File: config.mk
export PLATFORM = sky130hd
export DESIGN_NAME = camera_ray_gen
export DESIGN_NICKNAME = d
export VERILOG_FILES = /design/src/rtl/raytrace_pkg.sv /design/src/rtl/raygen_axis_stepper.sv /design/src/rtl/camera_ray_gen.sv
export SDC_FILE = /design/constraint.sdc
export NUM_CORES = 1
export LEC_CHECK = 0
export BUFFER_PORTS_ARGS = -buffer_cell sky130_fd_sc_hd__buf_2
export CELL_PAD_IN_SITES_DETAIL_PLACEMENT = 1
export CELL_PAD_IN_SITES_GLOBAL_PLACEMENT = 1
export CORE_MARGIN = 5
export CORE_UTILIZATION = 39
export CTS_BUF_LIST = sky130_fd_sc_hd__clkbuf_2 sky130_fd_sc_hd__clkbuf_4 sky130_fd_sc_hd__clkbuf_8
export CTS_CLUSTER_SIZE = 12
export DETAILED_ROUTE_END_ITERATION = 8
export PLACE_DENSITY_LB_ADDON = 0.1
export RECOVER_POWER = 100
export SETUP_SLACK_MARGIN = 0.5
export SLEW_MARGIN = 30
export SYNTH_ARGS = -nofsm -noshare
export SYNTH_HDL_FRONTEND = slang
export SYNTH_SLANG_ARGS = --single-unit
File: constraint.sdc
create_clock -name clk -period 5.6 [get_ports clk]
set_clock_uncertainty 0.05 [all_clocks]
set_input_delay 1.4 -clock clk [delete_from_list [all_inputs] [get_ports clk]]
set_output_delay 1.4 -clock clk [all_outputs]
set_load 0.005 [all_outputs]
File: src/rtl/raytrace_pkg.sv
// Shared ray-tracing types: Q4.8 fixed-point scalar, raygen FSM states and
// saturating 12-bit add/subtract helpers used by the ray generator.
package raytrace_pkg;

  typedef logic signed [11:0] fixed_t;

  localparam int FRAC_BITS = 8;

  localparam fixed_t FIXED_MAX = 12'sh7FF;  //  2047
  localparam fixed_t FIXED_MIN = 12'sh800;  // -2048

  // 13-bit images of the clamp limits, for comparing the widened true sum.
  localparam logic signed [12:0] SUM_MAX = 13'sh07FF;
  localparam logic signed [12:0] SUM_MIN = 13'sh1800;

  typedef enum logic [1:0] {
    IDLE = 2'd0,
    EMIT = 2'd1,
    DONE = 2'd2
  } raygen_state_t;

  // Clamp a 13-bit true result into the 12-bit fixed range.
  function automatic fixed_t sat_clamp(input logic signed [12:0] s);
    fixed_t r;
    if (s > SUM_MAX)      r = FIXED_MAX;
    else if (s < SUM_MIN) r = FIXED_MIN;
    else                  r = s[11:0];
    return r;
  endfunction

  function automatic fixed_t sat_add(input fixed_t a, input fixed_t b);
    logic signed [12:0] s;
    s = {a[11], a} + {b[11], b};
    return sat_clamp(s);
  endfunction

  function automatic fixed_t sat_sub(input fixed_t a, input fixed_t b);
    logic signed [12:0] s;
    s = {a[11], a} - {b[11], b};
    return sat_clamp(s);
  endfunction

endpackage

File: src/rtl/raygen_axis_stepper.sv
// One direction axis of the ray generator: a registered 12-bit accumulator
// that can be loaded, stepped by a saturating +/- delta, or held.
module raygen_axis_stepper
  import raytrace_pkg::*;
#(
  parameter bit SUBTRACT = 1'b0   // 1: step subtracts delta, 0: step adds it
) (
  input  logic   clk,
  input  logic   rst,
  input  logic   load,
  input  fixed_t load_value,
  input  logic   step,
  input  fixed_t delta,
  output fixed_t value
);

  fixed_t value_reg;
  fixed_t stepped_next;

  // Saturating step result; saturation persists only through the stored value.
  always_comb begin
    stepped_next = SUBTRACT ? sat_sub(value_reg, delta) : sat_add(value_reg, delta);
  end

  // Accumulator: load has priority over step; otherwise hold.
  always_ff @(posedge clk or posedge rst) begin
    if (rst) begin
      value_reg <= '0;
    end else if (load) begin
      value_reg <= load_value;
    end else if (step) begin
      value_reg <= stepped_next;
    end
  end

  assign value = value_reg;

endmodule

File: src/rtl/camera_ray_gen.sv
// Raster-scan primary ray generator. On start it latches the camera origin
// and view-plane stepping constants, then presents one ray per pixel in
// row-major order over a valid/ready handshake (1 ray/clk when unstalled).
// Optional build macro RAYGEN_PIXEL_CENTER_EN offsets the first column and
// first row by half a step so rays pass through pixel centres.
module camera_ray_gen
  import raytrace_pkg::*;
#(
  parameter int H_RES = 16,
  parameter int V_RES = 12
) (
  input  logic                       clk,
  input  logic                       rst,
  input  logic                       start,
  input  logic signed [11:0]         camX,
  input  logic signed [11:0]         camY,
  input  logic signed [11:0]         camZ,
  input  logic signed [11:0]         xStart,
  input  logic signed [11:0]         yStart,
  input  logic signed [11:0]         xStep,
  input  logic signed [11:0]         yStep,
  input  logic signed [11:0]         focal,
  input  logic                       readyIn,
  output logic                       validOut,
  output logic signed [11:0]         ox,
  output logic signed [11:0]         oy,
  output logic signed [11:0]         oz,
  output logic signed [11:0]         dx,
  output logic signed [11:0]         dy,
  output logic signed [11:0]         dz,
  output logic [$clog2(H_RES)-1:0]   px,
  output logic [$clog2(V_RES)-1:0]   py,
  output logic                       lastPixel,
  output logic                       busy,
  output logic                       frameDone
);

  localparam int PX_W = $clog2(H_RES);
  localparam int PY_W = $clog2(V_RES);
  localparam logic [PX_W-1:0] PX_LAST = PX_W'(H_RES - 1);
  localparam logic [PY_W-1:0] PY_LAST = PY_W'(V_RES - 1);

  raygen_state_t   state_reg;
  fixed_t          ox_reg, oy_reg, oz_reg, dz_reg;
  fixed_t          xreload_reg;
  fixed_t          xstep_reg, ystep_reg;
  logic [PX_W-1:0] px_reg;
  logic [PY_W-1:0] py_reg;
  logic            valid_reg, busy_reg, done_reg;

  fixed_t x_frame_load, y_frame_load;
  logic   frame_load, transfer, at_row_end, at_last;
  logic   x_load, x_step, y_step;
  fixed_t x_load_value;
  fixed_t dx_value, dy_value;

`ifdef RAYGEN_PIXEL_CENTER_EN
  // Start half a step into the first pixel on both axes.
  assign x_frame_load = sat_add(xStart, xStep >>> 1);
  assign y_frame_load = sat_sub(yStart, yStep >>> 1);
`else
  assign x_frame_load = xStart;
  assign y_frame_load = yStart;
`endif

  assign frame_load = (state_reg == IDLE) && start;
  assign transfer   = valid_reg && readyIn;
  assign at_row_end = (px_reg == PX_LAST);
  assign at_last    = at_row_end && (py_reg == PY_LAST);

  assign x_load       = frame_load || (transfer && at_row_end && !at_last);
  assign x_step       = transfer && !at_row_end;
  assign y_step       = transfer && at_row_end && !at_last;
  // Row reloads use the value latched at frame start, never the live input.
  assign x_load_value = frame_load ? x_frame_load : xreload_reg;

  raygen_axis_stepper #(.SUBTRACT(1'b0)) u_x_axis (
    .clk        (clk),
    .rst        (rst),
    .load       (x_load),
    .load_value (x_load_value),
    .step       (x_step),
    .delta      (xstep_reg),
    .value      (dx_value)
  );

  raygen_axis_stepper #(.SUBTRACT(1'b1)) u_y_axis (
    .clk        (clk),
    .rst        (rst),
    .load       (frame_load),
    .load_value (y_frame_load),
    .step       (y_step),
    .delta      (ystep_reg),
    .value      (dy_value)
  );

  // Frame FSM with registered handshake/status outputs and pixel counters.
  always_ff @(posedge clk or posedge rst) begin
    if (rst) begin
      state_reg   <= IDLE;
      ox_reg      <= '0;
      oy_reg      <= '0;
      oz_reg      <= '0;
      dz_reg      <= '0;
      xreload_reg <= '0;
      xstep_reg   <= '0;
      ystep_reg   <= '0;
      px_reg      <= '0;
      py_reg      <= '0;
      valid_reg   <= 1'b0;
      busy_reg    <= 1'b0;
      done_reg    <= 1'b0;
    end else begin
      case (state_reg)
        IDLE: begin
          done_reg <= 1'b0;
          if (start) begin
            ox_reg      <= camX;
            oy_reg      <= camY;
            oz_reg      <= camZ;
            dz_reg      <= focal;
            xreload_reg <= x_frame_load;
            xstep_reg   <= xStep;
            ystep_reg   <= yStep;
            px_reg      <= '0;
            py_reg      <= '0;
            valid_reg   <= 1'b1;
            busy_reg    <= 1'b1;
            state_reg   <= EMIT;
          end
        end
        EMIT: begin
          if (transfer) begin
            if (at_last) begin
              valid_reg <= 1'b0;
              busy_reg  <= 1'b0;
              done_reg  <= 1'b1;
              state_reg <= DONE;
            end else if (at_row_end) begin
              px_reg <= '0;
              py_reg <= py_reg + 1'b1;
            end else begin
              px_reg <= px_reg + 1'b1;
            end
          end
        end
        DONE: begin
          done_reg  <= 1'b0;
          state_reg <= IDLE;
        end
        default: begin
          valid_reg <= 1'b0;
          busy_reg  <= 1'b0;
          done_reg  <= 1'b0;
          state_reg <= IDLE;
        end
      endcase
    end
  end

  assign validOut  = valid_reg;
  assign busy      = busy_reg;
  assign frameDone = done_reg;
  assign ox        = ox_reg;
  assign oy        = oy_reg;
  assign oz        = oz_reg;
  assign dz        = dz_reg;
  assign dx        = dx_value;
  assign dy        = dy_value;
  assign px        = px_reg;
  assign py        = py_reg;
  assign lastPixel = valid_reg && at_last;

endmodule

==> impl_metrics.toml <==
[outcome]
status = "finished, violations left"
violations = "max-capacitance violations, max-slew violations"

[global_route]
antenna_found_initial = 2
grt_max_degree = 74
grt_pass1_wl_mm = 30.0
grt_util_all_layers = 0.203
grt_pass1_vias = 6036
grt-ovfl-total = 0

[yosys]
synth_enable_flop_cells = 0
yosys_warnings = 0
synth-seq-cells = 120
synthFlopType = "dfrtp_1"
ys_types = 59
async_flop_share = 1.00
yosys.area.top_type_share = 0.494
ys_top_cells_by_area = "dfrtp_1, nand2_1, ha_1, o21ai_0, a21oi_1"
synth_nets = 825
synth_area_um2 = 6070
synth_area_leader_cell = "dfrtp_1"
netlist_instances = 697
avgSynthCellArea_um2 = 8.72
yosysSeqAreaShare = 0.494

[sta]
period_needed_ps = 3720
rsz0062_at_grt = "no"
fmax_mhz = 269
fin_setup_tns_ps = 0
finalCritPeriodShare = 0.665
slew_headroom = -1.18
hold_violations = 0
tightest_slew_ps = 3250
fin_hold_ws_ps = 425
drv_slew = 74
finalSetupViolCount = 0

[die]
initial_utilization = 0.398
rows = 45
die_h_um = 135
io_pins = 184
dieArea_um2 = 18200
core_area_um2 = 15300
die_w_um = 135

[cts]
post-cts-setup-buffer-count = 0
clockBufferDepth = 2
clk_pin_slew_ps = 70
clock_sinks = 120
holdBufCountCts = 0
cts_made_buffers = 17
clk-insertion-delay-late_ps = 430
cts_root_buf = "clkbuf_8"
cts-resized-gates = 0
tritoncts = "done"
h-tree-depth = 4

[worst_setup_path]
worstReg2RegEnd = "u_x_axis.value[6]"
cp_slowest_cell = "clkinvlp_2"
critical_path_arrival_ps = 4180
r2r_slack_ps = 1940
crit_path_end = "dz[1]"
critPathKind = "input pin to asynchronous set/reset pin"
path_delay_family = "buffers and inverters"
critPathMaxFanout = 73
cp_num_cells = 3
worstSetupEndpointType = "asynchronous set/reset pin"
crit_start = "rst"
r2r_cells = 10
critPathMaxStageDelay_ps = 1800
critPathBufInv = 3
path_cells = "buf_2, clkinvlp_2, buf_4"
worst_setup_path_start_kind = "input pin"
rr_startpoint = "u_x_axis.value[0]"
required_ps = 6060

[route]
wl_met1_mm = 8.09
viasPerCell = 5.05
wirelength_mm = 18.2
drc = 0
routed.top_layer = "met5"
wl_met2_mm = 8.45
routed-wl-met3_mm = 1.37
drt-initial-drc-count = 226
vias = 5557
avgRoutedWirePerCell_um = 16.5
drt_pre_antenna_iters = 4
ant_nets = 0

[placed_design]
portBuffers = 183
dp_hpwl_mm = 13.6
finalWeightedCongestion = 0.822

[power]
peakVddDrop_mv = 0.183
leakage_uw = 0.00386
power_density_nw_per_um2 = 423

[job]
max-cap-violations = 1

[layout]
final_nets = 1004
antennaDiodeCount = 0
area_growth_pct = 22.6
n_fill_cell = 1898
multi_input_comb_area_um2 = 2830
seq_area_um2 = 3000
drive_gt1_frac = 0.189

[worst_hold_path]
hp-class = "flip-flop to flip-flop"
holdPathStages = 2
## layout by cell type, fill, tap and decap left out, drive strengths merged, types with 10 or more instances in the layout
cell type  synthesis  routed
nand2            268     268
buf                5     129
dfrtp            120     120
clkbuf            23      81
o21ai             39      39
a21oi             32      32
nor2              27      27
ha                26      26
inv               23      22
xnor2             11      11
nand3             10      10
## how the worst min path moves through the flow
stage	startpoint	endpoint	slack (ps)
finish	oy[8]	oy[8]	420
global route	oz[9]	oz[9]	450
CTS	dz[0]	dz[0]	430
detailed placement	xreload_reg[1]	xreload_reg[1]	410
global placement	dz[7]	dz[7]	400
floorplan	xreload_reg[9]	xreload_reg[9]	390
## worst min-delay path, stage by stage (launching register included)
cell	delay, ps
dfrtp_1	340
nand2_1	50
nand2_1	50
## report_power, final
| group | internal (µW) | switching, µW |
|---|---|---|
| Clock | 434 | 346 |
| Sequential | 1000 | 144 |
| Combinational | 531 | 690 |
## cells in the mapped netlist, types with 2 or more instances
cell type / instances
a2111oi_2: 2
a211oi_1: 3
a21boi_0: 2
a21o_1: 4
a21oi_1: 32
a221o_1: 3
a22o_1: 4
a22oi_1: 2
a31oi_1: 2
and3_1: 6
buf_2: 3
clkbuf_1: 23
dfrtp_1: 120
fa_1: 2
ha_1: 26
inv_1: 23
maj3_1: 3
nand2_1: 268
nand2b_1: 6
nand3_1: 10
nand4b_1: 2
nor2_1: 27
nor2b_1: 5
nor3_1: 6
nor3b_1: 3
o2111ai_1: 2
o211ai_1: 2
o21a_1: 4
o21ai_0: 36
o21ai_1: 3
o221ai_1: 2
o22ai_1: 8
o2bb2ai_1: 2
o31ai_1: 3
or3_1: 8
xnor2_1: 11
xor2_1: 7
## per-stage QoR
stage,power (µW),utilization,instance area [µm²],setup slack (ps),instances
4_1_cts,3210,0.496,7570,2400,1100
3_3_place_gp,2360,0.470,7170,1970,1067
3_5_place_dp,2410,0.471,7180,2080,1068
2_1_floorplan,1990,-,6070,964,697
6_report,3150,0.488,7450,1880,1100
5_1_grt,3370,0.488,7450,1240,1100
## area by class of cell
cell class / count / share of cell area
clock buffers: 22 / 0.0390
clock inverters: 10 / 0.0134
inverters: 23 / 0.0118
multi-input cells: 526 / 0.380
flip-flops and latches: 120 / 0.403
well taps: 211 / 0.0354
repair buffers: 188 / 0.118
## per-layer routing
metal,GRT usage,vias to the layer above
met5,0,-
met4,0.0622,4
met3,0.0686,24
met2,0.332,158
met1,0.256,2683
li1,-,2688
## cell families after synthesis
family	after synthesis	share of synthesized area
compound gates	126	0.137
xor+xnor	18	0.0260
fa+ha+maj	31	0.0651
buf+inv	51	0.0340
flops	120	0.494
mux	2	0.00350
simple gates	349	0.240
No activity file was read; power rests on OpenSTA's default activity.
